**config.mk**
```make
export PLATFORM = sky130hd
export DESIGN_NAME = ld_field_sequencer
export DESIGN_NICKNAME = d
export VERILOG_FILES = /design/src/rtl/ld_field_sequencer_pkg.sv /design/src/rtl/ld_field_sequencer_check.sv /design/src/rtl/ld_field_sequencer.sv
export SDC_FILE = /design/constraint.sdc
export NUM_CORES = 1
export LEC_CHECK = 0
export CORE_ASPECT_RATIO = 1.25
export CORE_UTILIZATION = 45
export CTS_CLUSTER_DIAMETER = 120
export DETAILED_ROUTE_END_ITERATION = 16
export GPL_TIMING_DRIVEN = 0
export PLACE_DENSITY = 0.73
export SYNTH_ARGS = -nofsm -noshare
export SYNTH_HDL_FRONTEND = slang
export SYNTH_SLANG_ARGS = --single-unit
```
**constraint.sdc**
```tcl
create_clock -name clk -period 3.45 [get_ports clk]
set_input_delay 0.69 -clock clk [delete_from_list [all_inputs] [get_ports clk]]
set_output_delay 0.69 -clock clk [all_outputs]
set_load 0.02 [all_outputs]
```
**src/rtl/ld_field_sequencer_pkg.sv**
```systemverilog
// ld_field_sequencer_pkg
//   Shared definitions for the load-field sequencer: FSM state encoding,
//   default geometry (channel count, field width, MSB strip mask) and the
//   channel index constants of the RTC field layout.
package ld_field_sequencer_pkg;

    typedef enum logic [1:0] {
        ST_IDLE = 2'd0,
        ST_SEND = 2'd1,
        ST_DONE = 2'd2
    } seq_state_e;

    localparam int N_CH_DEF = 9;
    localparam int W_DEF    = 8;
    localparam logic [8:0] MSB_MASK_DEF = 9'b000000100;

    localparam int CH_SEG    = 0;
    localparam int CH_MIN    = 1;
    localparam int CH_HORA   = 2;
    localparam int CH_DAY    = 3;
    localparam int CH_MONTH  = 4;
    localparam int CH_YEAR   = 5;
    localparam int CH_SEG_T  = 6;
    localparam int CH_MIN_T  = 7;
    localparam int CH_HORA_T = 8;

endpackage

```
**src/rtl/ld_field_sequencer_check.sv**
```systemverilog
// bcd_field_check
//   Combinational clean-up of one BCD field: optionally clears the top bit
//   (12/24 hour flag on hora), then flags any nibble above 9. A bad field is
//   replaced by all zeros so the downstream counter never loads garbage.
//   Ports:
//     raw       in  W  field value from the snapshot
//     strip_msb in  1  clear bit W-1 before checking
//     clean     out W  masked value, or zero when bad
//     bad       out 1  some nibble of the masked value exceeds 9
module bcd_field_check #(
    parameter int W = 8
) (
    input  logic [W-1:0] raw,
    input  logic         strip_msb,
    output logic [W-1:0] clean,
    output logic         bad
);

    logic [W-1:0] masked;

    always_comb begin
        masked = raw;
        if (strip_msb) begin
            masked[W-1] = 1'b0;
        end
        bad = 1'b0;
        for (int n = 0; n < W / 4; n++) begin
            if (masked[n*4 +: 4] > 4'd9) begin
                bad = 1'b1;
            end
        end
        clean = bad ? '0 : masked;
    end

endmodule

```
**src/rtl/ld_field_sequencer.sv**
```systemverilog
// ld_field_sequencer
//   Snapshots N_CH packed BCD fields on an accepted start and streams them
//   (all channels, or one selected channel) to a downstream counter over a
//   valid/ready load port. Sticky err_bcd reports any sent field that held a
//   non-BCD nibble.
//   Ports:
//     clk, reset          clock, synchronous active-high reset
//     start, single       request; single selects one-channel mode
//     sel_ch              channel for single mode (out of range -> ch 0)
//     fields              packed input fields, channel i at [i*W +: W]
//     ld_ready            downstream accepts this cycle
//     ld_valid/addr/data  load port (registered)
//     busy, done, err_bcd status (registered)
//
//   state   | meaning
//   --------+------------------------------------------------------------
//   IDLE    | waiting for start; load port idle
//   SEND    | presenting snapshot[idx]; advance on ld_valid & ld_ready
//   DONE    | one-cycle done pulse, start ignored, then back to IDLE
module ld_field_sequencer
    import ld_field_sequencer_pkg::*;
#(
    parameter int              N_CH     = N_CH_DEF,
    parameter int              W        = W_DEF,
    parameter logic [N_CH-1:0] MSB_MASK = N_CH'(MSB_MASK_DEF),
    localparam int             CW       = (N_CH > 1) ? $clog2(N_CH) : 1
) (
    input  logic            clk,
    input  logic            reset,
    input  logic            start,
    input  logic            single,
    input  logic [CW-1:0]   sel_ch,
    input  logic [N_CH*W-1:0] fields,
    input  logic            ld_ready,
    output logic            ld_valid,
    output logic [CW-1:0]   ld_addr,
    output logic [W-1:0]    ld_data,
    output logic            busy,
    output logic            done,
    output logic            err_bcd
);

    localparam logic [CW:0]   N_CH_EXT = (CW + 1)'(N_CH);
    localparam logic [CW-1:0] LAST_CH  = CW'(N_CH - 1);

    seq_state_e    state_q, state_d;
    logic [CW-1:0] idx_q, idx_d;
    logic          single_q, single_d;
    logic [W-1:0]  snap_q [N_CH];
    logic [W-1:0]  snap_d [N_CH];
    logic          ld_valid_q, ld_valid_d;
    logic [CW-1:0] ld_addr_q, ld_addr_d;
    logic [W-1:0]  ld_data_q, ld_data_d;
    logic          ld_err_q, ld_err_d;
    logic          busy_q, busy_d;
    logic          done_q, done_d;
    logic          err_bcd_q, err_bcd_d;
    logic          load_out;

    logic [W-1:0]  chk_clean;
    logic          chk_bad;

    // The checker looks at the entry that will be presented next cycle, so the
    // first field is already valid in the cycle right after start.
    bcd_field_check #(.W(W)) u_check (
        .raw       (snap_d[idx_d]),
        .strip_msb (MSB_MASK[idx_d]),
        .clean     (chk_clean),
        .bad       (chk_bad)
    );

    always_ff @(posedge clk) begin
        if (reset) begin
            state_q    <= ST_IDLE;
            idx_q      <= '0;
            single_q   <= 1'b0;
            for (int i = 0; i < N_CH; i++) snap_q[i] <= '0;
            ld_valid_q <= 1'b0;
            ld_addr_q  <= '0;
            ld_data_q  <= '0;
            ld_err_q   <= 1'b0;
            busy_q     <= 1'b0;
            done_q     <= 1'b0;
            err_bcd_q  <= 1'b0;
        end else begin
            state_q    <= state_d;
            idx_q      <= idx_d;
            single_q   <= single_d;
            for (int i = 0; i < N_CH; i++) snap_q[i] <= snap_d[i];
            ld_valid_q <= ld_valid_d;
            ld_addr_q  <= ld_addr_d;
            ld_data_q  <= ld_data_d;
            ld_err_q   <= ld_err_d;
            busy_q     <= busy_d;
            done_q     <= done_d;
            err_bcd_q  <= err_bcd_d;
        end
    end

    always_comb begin
        state_d    = state_q;
        idx_d      = idx_q;
        single_d   = single_q;
        for (int i = 0; i < N_CH; i++) snap_d[i] = snap_q[i];
        ld_valid_d = 1'b0;
        busy_d     = busy_q;
        done_d     = 1'b0;
        err_bcd_d  = err_bcd_q;
        load_out   = 1'b0;

        case (state_q)
            ST_IDLE: begin
                if (start) begin
                    for (int i = 0; i < N_CH; i++) snap_d[i] = fields[i*W +: W];
                    single_d = single;
                    if (single && ({1'b0, sel_ch} < N_CH_EXT)) idx_d = sel_ch;
                    else                                       idx_d = '0;
                    err_bcd_d  = 1'b0;
                    ld_valid_d = 1'b1;
                    busy_d     = 1'b1;
                    load_out   = 1'b1;
                    state_d    = ST_SEND;
                end
            end
            ST_SEND: begin
                ld_valid_d = 1'b1;
                if (ld_valid_q && ld_ready) begin
                    err_bcd_d = err_bcd_q | ld_err_q;
                    if (single_q || idx_q == LAST_CH) begin
                        ld_valid_d = 1'b0;
                        busy_d     = 1'b0;
                        done_d     = 1'b1;
                        state_d    = ST_DONE;
                    end else begin
                        idx_d    = idx_q + CW'(1);
                        load_out = 1'b1;
                    end
                end
            end
            ST_DONE: begin
                state_d = ST_IDLE;
            end
            default: begin
                state_d = ST_IDLE;
                busy_d  = 1'b0;
            end
        endcase
    end

    always_comb begin
        ld_addr_d = ld_addr_q;
        ld_data_d = ld_data_q;
        ld_err_d  = ld_err_q;
        if (load_out) begin
            ld_addr_d = idx_d;
            ld_data_d = chk_clean;
            ld_err_d  = chk_bad;
        end
    end

    assign ld_valid = ld_valid_q;
    assign ld_addr  = ld_addr_q;
    assign ld_data  = ld_data_q;
    assign busy     = busy_q;
    assign done     = done_q;
    assign err_bcd  = err_bcd_q;

endmodule

```
======== Word level (Yosys, flattened, before mapping) ========
Memories as Yosys holds them, arrays and structs flattened.
Cells that the tools add are included.
cells by class
  add/sub/neg operators ................... 1
  $lt $le $gt $ge ......................... 5
  eq/ne operators ......................... 6
  mux-type cells .......................... 45
  bitwise logic cells ..................... 14
  reduce and logical (&&, ||, !) cells .... 10
operator list
  operator                                                              number
  72-bit 2-to-1 mux                                                     2
  8-bit 2-to-1 mux                                                      12
  8-bit binary-select mux with 4-bit select                             1
  1-bit 2-to-1 mux                                                      17
  4-bit 2-to-1 mux                                                      4
  1-bit OR                                                              10
  4-bit greater-than comparator, second input constant                  2
  4-bit one-hot mux with 2 select lines                                 1
  2-bit 2-to-1 mux                                                      3
  2-bit inequality test, second input constant                          3
  1-bit one-hot mux with 2 select lines                                 3
  3-bit AND reduction                                                   2
  5-bit >= comparator, second input constant                            1
  4-bit by 5-bit < comparator with 1-bit output, second input constant  1
  4-bit inverter with 5-bit output                                      1
  4-bit by 1-bit adder with 4-bit output, second input constant         1
  4-bit == test, second input constant                                  1
  4-bit < comparator, second input constant                             1
  2-bit one-hot mux with 2 select lines                                 1
  4-bit AND reduction                                                   1
  1-bit inverter                                                        3
  1-bit one-hot mux with 3 select lines                                 1
  3-bit OR reduction                                                    1
  2-bit by 1-bit == test with 1-bit output, second input constant       1
  6 further kinds                                                       7
word-level totals
  register bits after elaboration ......... 24
  memory bits (writable) .................. 72
  ROM bits ................................ 16
  input bits .............................. 81
  output and inout bits ................... 16
  memories ................................ 2
memory list
  memory            depth  width  read ports  clocked after Yosys merged registers in  write ports  RTL line                  text
  snap_q            9      8      9           0                                        9            ld_field_sequencer.sv:49  logic [W-1:0] snap_q [N_CH];
  (name not given)  16     1      1           0                                        0            ld_field_sequencer.sv:67  .strip_msb (MSB_MASK[idx_d]),

======== Logic depth before layout (Yosys ltp) ========
Gate-level depths: netlist of the first run.
  depth in word-level cells ............... 13
  gate-level depth with buffers ........... 13
  gate-level depth less buffers ........... 11

======== Cells and area by module ========
A second synthesis of the first run with hierarchy kept.
second synthesis, totals
  cell total of the unflattened synthesis .. 489
  area, all modules ....................... 4,406.7 um2
modules (own cells, without submodules)
  module              times used  cells each  area each (um2)  sequential area each (um2)
  ld_field_sequencer  1           470         4,262.8          1,921.8
  bcd_field_check     1           19          143.9            0.0

======== Worst setup path before layout of the first run ========
No wires, ideal clock.
  path kind ............................... input port to flip-flop
  from .................................... input start
  to ...................................... register ld_data_q[0], in the netlist ld_data[0]
  library setup time ...................... 0.117 ns
  arrival ................................. 2.723 ns
  required time ........................... 3.333 ns
  path slack .............................. 0.610 ns
  cell stages on the path ................. 10
  path buffers ............................ 1
  cell sequence ........................... nor3b_2 > buf_4 > and3_1 > a211oi_4 > nand4b_1 > or2_2 > o2111ai_1 > nor2_1 > a2bb2oi_4 > a32o_1
between the ends
  cells in the longest elaborated chain, start to end .. 10
  elaborated cells on any way between the ends .. 18
  classes of those cells .................. order compare: 2; mux: 14; bitwise: 1; memory: 1
ends and longest elaborated chain
  element                                                                   RTL line                                                        text
  start: declaration                                                        ld_field_sequencer.sv:30                                        input logic start,
  4-bit 2-to-1 mux                                                          ld_field_sequencer.sv:113                                       if (start) begin
  4-bit one-hot mux with 2 select lines                                     ld_field_sequencer.sv:111                                       case (state_q)
  4-bit inverter with 5-bit output (not written as such)                    ld_field_sequencer.sv:66                                        .raw (snap_d[idx_d]),
  8-bit binary-select mux with 4-bit select                                 ld_field_sequencer.sv:66
  8-bit 2-to-1 mux (not written as such) (2 in series)                      ld_field_sequencer.sv:66
  4-bit greater-than comparator / 1-bit 2-to-1 mux (equally long branches)  ld_field_sequencer_check.sv:28, ld_field_sequencer_check.sv:23
  1-bit 2-to-1 mux / 4-bit greater-than comparator (equally long branches)  ld_field_sequencer_check.sv:28                                  if (masked[n*4 +: 4] > 4'd9) begin
  1-bit 2-to-1 mux                                                          ld_field_sequencer_check.sv:28
  8-bit 2-to-1 mux                                                          ld_field_sequencer_check.sv:32                                  clean = bad ? '0 : masked;
  end signal: assignment                                                    ld_field_sequencer.sv:92                                        ld_data_q <= ld_data_d;
  end: declaration                                                          ld_field_sequencer.sv:53                                        logic [W-1:0] ld_data_q, ld_data_d;
Several ways; a longest one is shown, not always the timed one. The select of a mux whose other input is x is not followed.
A chain may end at the register's enable or synchronous reset.

======== Worst setup path after layout of the first run ========
  from .................................... input ld_ready
  to ...................................... register ld_data_q[4], in the netlist ld_data[4]
between the ends
  cells in the longest elaborated chain, start to end .. 11
  elaborated cells on any way between the ends .. 17
  classes of those cells .................. order compare: 2; mux: 12; bitwise: 1; reduce/logical: 1; memory: 1
ends and longest elaborated chain
  element                                                                   RTL line                                                        text
  start: declaration                                                        ld_field_sequencer.sv:34                                        input logic ld_ready,
  1-bit logical AND *                                                       ld_field_sequencer.sv:127                                       if (ld_valid_q && ld_ready) begin
  4-bit 2-to-1 mux                                                          ld_field_sequencer.sv:127
  4-bit one-hot mux with 2 select lines                                     ld_field_sequencer.sv:111
  4-bit inverter with 5-bit output (not written as such)                    ld_field_sequencer.sv:66
  8-bit binary-select mux with 4-bit select                                 ld_field_sequencer.sv:66
  8-bit 2-to-1 mux (not written as such) (2 in series)                      ld_field_sequencer.sv:66
  4-bit greater-than comparator / 1-bit 2-to-1 mux (equally long branches)  ld_field_sequencer_check.sv:28, ld_field_sequencer_check.sv:23
  1-bit 2-to-1 mux / 4-bit greater-than comparator (equally long branches)  ld_field_sequencer_check.sv:28
  1-bit 2-to-1 mux                                                          ld_field_sequencer_check.sv:28
  8-bit 2-to-1 mux                                                          ld_field_sequencer_check.sv:32
Mark *: on every way between the ends. The rest lies on a longest branch, timed or not. The select of a mux whose other input is x is not followed.

==> results of run 1 <==
## layout make-up
type	instances	area, um2	area share [%]
buffer	29	158	2.76
clock buffer	13	250	4.38
clock inverter	3	18.8	0.328
inverter	5	18.8	0.328
multi-input combinational	341	2250	39.4
sequential	95	1900	33.3
tap	123	154	2.69
timing repair buffer	97	966	16.9
## stage by stage
stage	TNS [ns]	hold WS (ns)	std cells	utilization (%)	power, uW
after floorplan	0	0.435	470	-	1520
after global placement	-2.99	0.442	688	58.5	1720
after detailed placement	-3.29	0.452	688	58.5	1730
after CTS	0	0.461	703	61.4	2640
after global routing	-0.0722	0.484	706	62.3	2760
final	0	0.455	706	62.3	2650
## final timing paths
path         slack (ns)             to  depth (start not counted)
max                0.16     ld_data[4]                         11
min reg2reg        0.45  snap_q[0][44]                          2
min                0.45  snap_q[0][44]                          2
max reg2reg        0.33     ld_data[4]                         10
## timing repair
item	CTS	global route
gates resized for setup	0	16
setup endpoints to repair	7	9
setup buffers	0	2
pin swaps	0	2
gates cloned	0	1
## power groups by stage
stage,sequential (uW),combinational [uW],clock (uW)
after floorplan,1230,293,0
after global routing,1200,586,975
after CTS,1200,514,929
after detailed placement,1220,511,0
after global placement,1220,502,0
final,1200,543,914
## registers in the layout, indices dropped and copies added, names as in the netlist
signal,flops
snap_q,71
ld_data,8
idx_q,4
ld_addr,4
state_q,2
busy,1
done,1
err_bcd,1
ld_err_q,1
ld_valid,1
single_q,1
## layout by cell type (no fill, tap or decap), types with 4 or more instances in the layout
cell type	Yosys	final
nand2_1	48	48
o21ai_0	14	14
nor3_1	8	7
buf_4	4	5
o2111ai_1	4	4
clkbuf_1	15	15
nor2_1	74	73
clkdlybuf4s50_1	0	95
or2_2	4	4
buf_2	7	6
a21oi_1	41	41
nand3_1	14	13
a32o_1	8	8
inv_1	5	5
mux2i_1	81	81
clkbuf_16	0	9
dfxtp_1	95	95
## synth_stat cells (all sizes together), types with 3 or more instances
master   number  share of area [%]
a32o          8                1.9
o21ai        14                1.6
or2           5               0.73
o2111ai       4               0.82
buf          15                2.2
a211oi        3               0.82
clkbuf       15                1.3
nor3          8               0.94
nand3        14                1.6
and3          3               0.44
inv           5               0.44
nor2         74                6.5
a31oi         3               0.79
nand2        48                4.2
dfxtp        95                 45
a21oi        41                4.8
nand4b        3               0.62
mux2i        81                 19
nor4          3               0.44
## worst register-to-register path, cell delays in order (launching register included)
cell and delay [ns]:
dfxtp_1 0.48, inv_1 0.09, ha_1 0.23, and3b_1 0.24, nor4_2 0.43, a211o_1 0.31
buf_2 0.29, nand3_1 0.16, a31oi_2 0.38, a2bb2oi_4 0.25, a32o_1 0.20
## layer usage
| layer | track usage (%) | routed length (um) | share of wire (%) |
|---|---|---|---|
| met1 | 28.8 | 4970 | 42 |
| met2 | 42.0 | 5890 | 50 |
| met3 | 4.02 | 582 | 5.0 |
| met4 | 10.3 | 267 | 2.3 |
| met5 | 0 | 0 | 0 |
## cells by family after synthesis
kind of cell               after synthesis  synth area share (%)
AOI/OAI and AO/OA                       85                  13.6
adders and majority gates                2                 0.587
buffers and inverters                   35                  3.99
DFF                                     95                  44.6
muxes                                   82                  19.3
and+or+nand+nor                        171                  18.0
==> results.py, run 1 <==
metrics = {
    "cells_and_area": {
        "fin_area_um2": 5720,
        "drive_gt1_share_pct": 8.58,
        "antenna-diode-count": 0,
        "finalNetCount": 661,
        "fillers": 836,
        "area_growth_pct": 34.1,
    },
    "global_routing": {
        "first_global_vias": 3850,
        "antenna_found_initial": 0,
        "grt_first_pass_wirelength_um": 18200,
        "grt.total_usage_pct": 24.2,
        "grt_overflow_total": 0,
        "grt_max_degree": 15,
    },
    "pwr": {
        "pwr-share-seq_pct": 45.1,
        "comb_power_share_pct": 20.5,
        "leakage_uw": 0.00237,
        "ir_worst_vdd_mv": 0.341,
        "p_per_area_nw_per_um2": 464,
        "swShare_pct": 26.9,
        "internal_power_uw": 1940,
        "p_clk_share_pct": 34.5,
        "power_switching_uw": 713,
    },
    "run_status": {
        "status": "complete, no violations",
    },
    "place": {
        "io_buffer_count": 95,
        "place.detailed.hpwl_um": 8680,
        "gp_congestion": 0.832,
        "dpl_worst_slack_ns": -0.387,
        "postPlaceCellArea_um2": 5370,
    },
    "timing": {
        "final_hold_viol_count": 0,
        "period_minus_slack_ns": 3.29,
        "fin_skew_ns": 0.00568,
        "tightest_slew_ns": 0.775,
        "setup_violations": 0,
        "min_period_over_period_pct": 95.3,
        "clock.fmax_mhz": 304,
        "slew_violations": 0,
        "slew_headroom_pct": 47.9,
        "fin_ws_ns": 0.162,
    },
    "setup_path": {
        "criticalPathCategory": "input pin to flop",
        "cp.arrival_ns": 3.52,
        "path_max_fanout": 10,
        "cp-start-kind": "input pin",
        "path_cells": "clkdlybuf4s50_1 -> and4b_2 -> a31oi_4 -> a211oi_4 -> buf_6 -> mux2i_1 -> mux2i_1 -> o2111ai_1 -> nor2_2 -> a2bb2oi_4 -> a32o_1",
        "cp_top_family": "compound AO/OA/AOI/OAI gates",
        "max_stage_delay_ns": 0.51,
        "crit_top_cell": "mux2i_1",
        "slowest_stage": "clkdlybuf4s50_1",
        "reg2reg_from": "idx_q[0]",
        "cp.required_ns": 3.68,
        "end_kind": "flop",
        "path_buf_inv": 2,
        "cp-startpoint": "ld_ready",
    },
    "floorplan": {
        "core_area_um2": 9170,
        "die_h_um": 111,
        "start_util_pct": 46.5,
        "ios": 97,
        "die_area_um2": 9870,
        "fp.dieW_um": 89.1,
        "rows": 39,
    },
    "synthesis": {
        "synthArstFlopShare_pct": 0,
        "synth_nets": 553,
        "synthCells": 470,
        "postSynthAreaPerCell_um2": 9.08,
        "synth_flop_cell": "dfxtp_1",
        "synth_edf_count": 0,
        "synth_area_um2": 4270,
        "synth_cell_types": 47,
        "yosys_warnings": 0,
        "ys_seq_area_share_pct": 44.6,
        "ys_ff_latch": 95,
    },
    "clock_tree": {
        "numCtsBuffers": 9,
        "cts_tree": "yes",
        "clkSinkCount": 95,
        "postCtsHoldBufs": 0,
        "cts_root_buffer": "clkbuf_16",
        "clockBufferDepth": 2,
        "clkTransAtPathRegs_ns": 0.06,
        "ctsHtreeMaxLevel": 3,
        "clock_latency_ns": 0.35,
    },
    "routing": {
        "drc": 0,
        "vias": 3880,
        "wl_per_cell_um": 16.6,
        "first_pass_iters": 4,
        "routed_wl_um": 11700,
        "via_per_inst": 5.50,
        "drtAntennaViolNets": 0,
        "drt_iter0_drc": 215,
    },
    "min_path": {
        "hold_path.class": "flop to flop",
        "hold_path.startpoint": "snap_q[0][44]",
    },
    "job": {
        "max-cap-violations": 0,
    },
}
Note: power is estimated with default switching activity, not from simulation.
==> run 2: changes to the inputs <==
--- a/config.mk
+++ b/config.mk
@@ -7,8 +7,9 @@
 export LEC_CHECK = 0
 export CORE_ASPECT_RATIO = 1.25
 export CORE_UTILIZATION = 45
-export CTS_CLUSTER_DIAMETER = 120
+export CTS_CLUSTER_DIAMETER = 200
 export DETAILED_ROUTE_END_ITERATION = 16
+export GPL_ROUTABILITY_DRIVEN = 1
 export GPL_TIMING_DRIVEN = 0
 export PLACE_DENSITY = 0.73
 export SYNTH_ARGS = -nofsm -noshare
==> results of run 2 <==
Final layout, timing and power as in run 1 (identical DEF).
